`src/rtl/alu_issue_stage.sv`:
```
// ID/EX issue register: decodes RV32I ALU-class instructions into ALU select/operands and holds them for execute.
// Optional macro ALU_ISSUE_ILLEGAL_EN flags undefined OP/OP-IMM funct encodings as illegal.
module alu_issue_stage #(
   parameter int XLEN  = 32,
   parameter int CNT_W = 32
) (
   input  logic             clk,
   input  logic             rst,
   input  logic             id_valid,
   output logic             id_ready,
   input  logic [31:0]      id_instr,
   input  logic [XLEN-1:0]  id_pc,
   input  logic [XLEN-1:0]  id_rs1_data,
   input  logic [XLEN-1:0]  id_rs2_data,
   input  logic             flush,
   input  logic             ex_ready,
   output logic             ex_valid,
   output logic [3:0]       ex_alu_sel,
   output logic [XLEN-1:0]  ex_inp1,
   output logic [XLEN-1:0]  ex_inp2,
   output logic [4:0]       ex_rd,
   output logic             ex_reg_write,
   output logic             ex_is_alu,
   output logic             ex_illegal,
   output logic [CNT_W-1:0] issue_count
);

   localparam logic [3:0] SEL_ADD   = 4'd0;
   localparam logic [3:0] SEL_SUB   = 4'd1;
   localparam logic [3:0] SEL_SLL   = 4'd2;
   localparam logic [3:0] SEL_SLT   = 4'd3;
   localparam logic [3:0] SEL_SLTU  = 4'd4;
   localparam logic [3:0] SEL_XOR   = 4'd5;
   localparam logic [3:0] SEL_SRL   = 4'd6;
   localparam logic [3:0] SEL_SRA   = 4'd7;
   localparam logic [3:0] SEL_OR    = 4'd8;
   localparam logic [3:0] SEL_AND   = 4'd9;
   localparam logic [3:0] SEL_LUI   = 4'd10;
   localparam logic [3:0] SEL_AUIPC = 4'd11;

   localparam logic [6:0] OPC_OP    = 7'b0110011;
   localparam logic [6:0] OPC_OPIMM = 7'b0010011;
   localparam logic [6:0] OPC_LUI   = 7'b0110111;
   localparam logic [6:0] OPC_AUIPC = 7'b0010111;

   logic [6:0] opcode;
   logic [2:0] funct3;
   logic [6:0] funct7;
   logic [4:0] rd;

   assign opcode = id_instr[6:0];
   assign funct3 = id_instr[14:12];
   assign funct7 = id_instr[31:25];
   assign rd     = id_instr[11:7];

   // Immediates: I-type sign-extended, U-type upper 20 bits kept unshifted (ALU shifts by 12).
   logic [XLEN-1:0] imm_i;
   logic [XLEN-1:0] imm_u;
   logic [XLEN-1:0] imm_sh;

   assign imm_i[11:0]  = id_instr[31:20];
   assign imm_u[19:0]  = id_instr[31:12];
   assign imm_sh[4:0]  = id_instr[24:20];

   genvar gi;
   generate
      for (gi = 12; gi < XLEN; gi++) begin : g_imm_i_sext
         assign imm_i[gi] = id_instr[31];
      end
      for (gi = 20; gi < XLEN; gi++) begin : g_imm_u_zext
         assign imm_u[gi] = 1'b0;
      end
      for (gi = 5; gi < XLEN; gi++) begin : g_imm_sh_zext
         assign imm_sh[gi] = 1'b0;
      end
   endgenerate

   logic [3:0] base_sel;

   always_comb begin
      base_sel = SEL_ADD;
      case (funct3)
         3'b000:  base_sel = SEL_ADD;
         3'b001:  base_sel = SEL_SLL;
         3'b010:  base_sel = SEL_SLT;
         3'b011:  base_sel = SEL_SLTU;
         3'b100:  base_sel = SEL_XOR;
         3'b101:  base_sel = SEL_SRL;
         3'b110:  base_sel = SEL_OR;
         default: base_sel = SEL_AND;
      endcase
   end

`ifdef ALU_ISSUE_ILLEGAL_EN
   logic op_legal;
   logic opimm_legal;

   always_comb begin
      op_legal = (funct7 == 7'b0000000) ||
                 ((funct7 == 7'b0100000) && ((funct3 == 3'b000) || (funct3 == 3'b101)));
      opimm_legal = 1'b1;
      if (funct3 == 3'b001) begin
         opimm_legal = (funct7 == 7'b0000000);
      end else if (funct3 == 3'b101) begin
         opimm_legal = (funct7 == 7'b0000000) || (funct7 == 7'b0100000);
      end
   end
`endif

   logic [3:0]      sel_next;
   logic [XLEN-1:0] inp1_next;
   logic [XLEN-1:0] inp2_next;
   logic            is_alu_next;
   logic            illegal_next;
   logic            reg_write_next;

   always_comb begin
      sel_next     = SEL_ADD;
      inp1_next    = id_rs1_data;
      inp2_next    = id_rs2_data;
      is_alu_next  = 1'b0;
      illegal_next = 1'b0;
      case (opcode)
         OPC_OP: begin
            is_alu_next = 1'b1;
            sel_next    = base_sel;
            // funct7 bit 5 picks the alternate form of ADD and SRL.
            if (funct7[5] && (funct3 == 3'b000)) sel_next = SEL_SUB;
            if (funct7[5] && (funct3 == 3'b101)) sel_next = SEL_SRA;
`ifdef ALU_ISSUE_ILLEGAL_EN
            if (!op_legal) begin
               illegal_next = 1'b1;
               sel_next     = SEL_ADD;
            end
`endif
         end
         OPC_OPIMM: begin
            is_alu_next = 1'b1;
            sel_next    = base_sel;
            inp2_next   = imm_i;
            if ((funct3 == 3'b001) || (funct3 == 3'b101)) inp2_next = imm_sh;
            if (funct7[5] && (funct3 == 3'b101)) sel_next = SEL_SRA;
`ifdef ALU_ISSUE_ILLEGAL_EN
            if (!opimm_legal) begin
               illegal_next = 1'b1;
               sel_next     = SEL_ADD;
            end
`endif
         end
         OPC_LUI: begin
            is_alu_next = 1'b1;
            sel_next    = SEL_LUI;
            inp1_next   = '0;
            inp2_next   = imm_u;
         end
         OPC_AUIPC: begin
            is_alu_next = 1'b1;
            sel_next    = SEL_AUIPC;
            inp1_next   = id_pc;
            inp2_next   = imm_u;
         end
         default: ;
      endcase
      reg_write_next = is_alu_next && !illegal_next && (rd != 5'd0);
   end

   logic             ex_valid_reg;
   logic [3:0]       ex_alu_sel_reg;
   logic [XLEN-1:0]  ex_inp1_reg;
   logic [XLEN-1:0]  ex_inp2_reg;
   logic [4:0]       ex_rd_reg;
   logic             ex_reg_write_reg;
   logic             ex_is_alu_reg;
   logic             ex_illegal_reg;
   logic [CNT_W-1:0] issue_count_reg;
   logic             transfer;

   assign id_ready = !ex_valid_reg || ex_ready;
   assign transfer = id_valid && id_ready && !flush;

   always_ff @(posedge clk) begin
      if (rst) begin
         ex_valid_reg     <= 1'b0;
         ex_alu_sel_reg   <= '0;
         ex_inp1_reg      <= '0;
         ex_inp2_reg      <= '0;
         ex_rd_reg        <= '0;
         ex_reg_write_reg <= 1'b0;
         ex_is_alu_reg    <= 1'b0;
         ex_illegal_reg   <= 1'b0;
         issue_count_reg  <= '0;
      end else if (flush) begin
         // Remaining fields are left stale; only the live/write qualifiers matter.
         ex_valid_reg     <= 1'b0;
         ex_reg_write_reg <= 1'b0;
      end else if (transfer) begin
         ex_valid_reg     <= 1'b1;
         ex_alu_sel_reg   <= sel_next;
         ex_inp1_reg      <= inp1_next;
         ex_inp2_reg      <= inp2_next;
         ex_rd_reg        <= rd;
         ex_reg_write_reg <= reg_write_next;
         ex_is_alu_reg    <= is_alu_next;
         ex_illegal_reg   <= illegal_next;
         issue_count_reg  <= issue_count_reg + 1'b1;
      end else if (ex_ready) begin
         ex_valid_reg     <= 1'b0;
      end
   end

   assign ex_valid     = ex_valid_reg;
   assign ex_alu_sel   = ex_alu_sel_reg;
   assign ex_inp1      = ex_inp1_reg;
   assign ex_inp2      = ex_inp2_reg;
   assign ex_rd        = ex_rd_reg;
   assign ex_reg_write = ex_reg_write_reg;
   assign ex_is_alu    = ex_is_alu_reg;
   assign ex_illegal   = ex_illegal_reg;
   assign issue_count  = issue_count_reg;

endmodule

```
`config.mk`:
```
export PLATFORM = sky130hd
export DESIGN_NAME = alu_issue_stage
export DESIGN_NICKNAME = d
export VERILOG_FILES = /design/src/rtl/alu_issue_stage.sv
export SDC_FILE = /design/constraint.sdc
export NUM_CORES = 1
export LEC_CHECK = 0
export CORE_ASPECT_RATIO = 0.7
export CORE_MARGIN = 1.5
export CORE_UTILIZATION = 35
export CTS_CLUSTER_DIAMETER = 40
export DETAILED_ROUTE_END_ITERATION = 10
export DONT_BUFFER_PORTS = 1
export HOLD_SLACK_MARGIN = 0.15
export SLEW_MARGIN = 5
export SYNTH_ARGS = -nofsm -noshare
export SYNTH_HDL_FRONTEND = slang
export SYNTH_SLANG_ARGS = --single-unit
```
`constraint.sdc`:
```
create_clock -name clk -period 1.9 [get_ports clk]
set_input_delay 0.095 -clock clk [delete_from_list [all_inputs] [get_ports clk]]
set_output_delay 0.095 -clock clk [all_outputs]
set_load 0.1 [all_outputs]
```
==> qor.yml <==
outcome: "finished, violations left"
violations: "negative hold slack"
synth_compound_area_share_pct: 15.3
synthArstFlopShare_pct: 0
core_um2: 13900
worst_r2r_path_depth: 5
synthXorXnorAreaFrac_pct: 4.74
floorplan.io_pins: 243
final_area_um2: 6630
stdcell_count: 909
min_to: "issue_count[28]$_SDFFE_PP0P_"
fin_skew_ps: 8.61
avgSynthCellArea_um2: 8.10
critPathKind: "register to register"
wirelength_mm: 15.8
synthTopCellsByArea: "dfxtp_1 43%, nor2_1 7.2%, a311oi_1 5.6%"
die_h_um: 103
worst_slew_pin_slew_ps: 1260
synth_fa_ha_area_share_pct: 0.251
drc: 0
cts_tree: "built"
hpwl_mm: 11.4
wire_per_inst_um: 17.4
vias: 4951
dp_slack_ps: 81.4
post-place-cells: 881
grtUsageTotal_pct: 19.8
seq_power_share_pct: 42.9
finalSetupViolations: 0
critPathLaunchType: "register"
post-route-min-period_ps: 1830
min_path_type: "primary input to register"
grt_pass1_vias: 4443
clk_latency_ps: 350
synth-edff-count: 0
power_density_nw_per_um2: 836
first_pass_iters: 6
htree_levels: 3
synth_top_area_share_pct: 43.3
synth_top_cell_by_area: "dfxtp_1"
synth_cell_types: 48
relSlewSlack_pct: 15.7
fmax_ghz: 0.546
clockBufferDepth: 2
clkPwrFrac_pct: 34.6
cts_made_buffers: 9
ant_nets: 0
slew_viol_final: 0
hold_viol_final: 101
r2r_start: "issue_count[2]$_SDFFE_PP0P_"
die_area_um2: 15000
p_leak_nw: 2.62
grt_pass1_wl_mm: 23.4
regToRegSetupSlack_ps: 70
worstPathArrival_ps: 2100
cts.reportedPaths.clkPinSlew_ps: 70
syn_nets: 750
critPathMaxFanout: 9
diodes: 0
yosys.area_share.simple_pct: 30.8
whs_ps: -199
cap_violations: 0
routabilityCongestion: 0.913
yosysWarnings: 0
vias_per_cell: 5.45
dpl_cell_area_um2: 6200
start_util_pct: 35.9
synthFlopType: "dfxtp_1"
synth_top_family_by_area: "simple AND/OR/NAND/NOR gates"
critPathCaptureType: "register"
grt_max_degree: 111
drt_iter0_markers: 289
period_share_pct: 96.4
ys_seq_area_share_pct: 43.3
row_count: 36
fin_ws_ps: 68.2
p_int_mw: 3.67
pwr-share-comb_pct: 22.6
muxShareOfSynthArea_pct: 0.226
synthCells: 616
holdPathStages: 1
fin_util_pct: 47.7
overflow: 0
die_w_um: 146
swShare_pct: 33.8
fin_nets: 848
rsz0062_at_grt: "no"
antenna_found_initial: 0
synth_area_um2: 4990
r2r_end: "issue_count[7]$_SDFFE_PP0P_"
drive_above_1_share_pct: 28.9
switching_power_mw: 1.87
ys_ff_latch: 108
required_ps: 2170
cts.sinks: 108
area_growth_pct: 32.9
irDropWorstVdd_mv: 0.517
hold_start: "rst"
port_buffers: 0
root_buffer: "clkbuf_16"
[worst max path at each step]
stage | startpoint | endpoint | cells after the start
2_1_floorplan | ex_valid$_SDFFE_PP0P_ | issue_count[31]$_SDFFE_PP0P_ | 7
3_3_place_gp | issue_count[17]$_SDFFE_PP0P_ | issue_count[31]$_SDFFE_PP0P_ | 5
3_5_place_dp | issue_count[2]$_SDFFE_PP0P_ | issue_count[25]$_SDFFE_PP0P_ | 5
4_1_cts | ex_valid$_SDFFE_PP0P_ | issue_count[3]$_SDFFE_PP0P_ | 7
5_1_grt | issue_count[2]$_SDFFE_PP0P_ | issue_count[7]$_SDFFE_PP0P_ | 5
6_report | issue_count[2]$_SDFFE_PP0P_ | issue_count[7]$_SDFFE_PP0P_ | 5
[metrics by stage]
step	hold WS [ps]	power [mW]	TNS, ps
final	-199	5.55	0
after global routing	-219	5.76	0
after CTS	-214	5.59	0
after detailed placement	166	3.66	0
after global placement	164	3.64	0
after floorplan	164	3.46	-318
[cell usage after synthesis, drive strengths merged (12+ instances only)]
master and number:
clkbuf 45, nor3 42, nand2 65, xnor2 13, a311oi 32, xor2 14, a21oi 33, a221oi 16
nand4 12, nand3 45, dfxtp 108, nor2 96
[cell type report]
cell class | count | area, um2
Fill cell | 1325 | 7280
Multi-Input combinational cell | 447 | 2680
Sequential cell | 108 | 2250
Timing Repair Buffer | 142 | 1140
Clock buffer | 11 | 243
Tap cell | 190 | 238
Clock inverter | 5 | 58.8
Inverter | 6 | 22.5
[critical path, stage by stage (launching register included)]
cell,delay [ps]
dfxtp_4,380
nand2_1,70
or4_4,650
buf_12,200
or3_1,300
a21oi_1,150
[per-layer routing]
layer  global-route usage, %  share of wire (%)  up-vias  wire length, um
li1                        -                  -     2382                -
met1                    24.6                 42     2350             6570
met2                    32.4                 48      211             7560
met3                    7.88                9.8        8             1550
met4                    5.18               0.83        0              131
met5                       0                  0        -                0
[cell families (layout without fill, tap and decap cells)]
group,count (synthesis),after routing
AO/OA/AOI/OAI,107,107
adder cells (fa/ha/maj),1,1
AND/OR/NAND/NOR,310,310
multiplexers,1,1
flip-flops,108,108
XOR/XNOR,27,27
buffers and inverters,61,164
other,1,1
[power groups by stage]
stage                     registers (mW)  logic, mW  clock network (mW)
after floorplan                     3.15      0.310                   0
after CTS                           2.38       1.24                1.97
final                               2.38       1.25                1.92
after global routing                2.39       1.30                2.06
after global placement              2.43       1.22                   0
after detailed placement            2.43       1.23                   0
[cell usage in the layout, fill, tap and decap left out, types with 10 or more instances in the layout]
cell | netlist | layout
xor2_1 | 14 | 14
buf_4 | 1 | 129
dfxtp_1 | 108 | 78
a21oi_1 | 33 | 33
xnor2_1 | 13 | 13
nor3_1 | 41 | 37
nand2_1 | 64 | 64
a311oi_1 | 32 | 32
or3_1 | 11 | 10
nor2_1 | 96 | 95
nand3_1 | 45 | 45
nand4_1 | 12 | 12
dfxtp_4 | 0 | 21
o21ai_0 | 10 | 10
[timing repair]
item                                    4_1_cts  5_1_grt
setup buffers                                 0        3
endpoints found under the setup margin        0        4
resized for setup                             0        3
hold endpoints to repair                    108      103
hold buffers                                  7        2
Note: power is estimated with default switching activity, not from simulation.
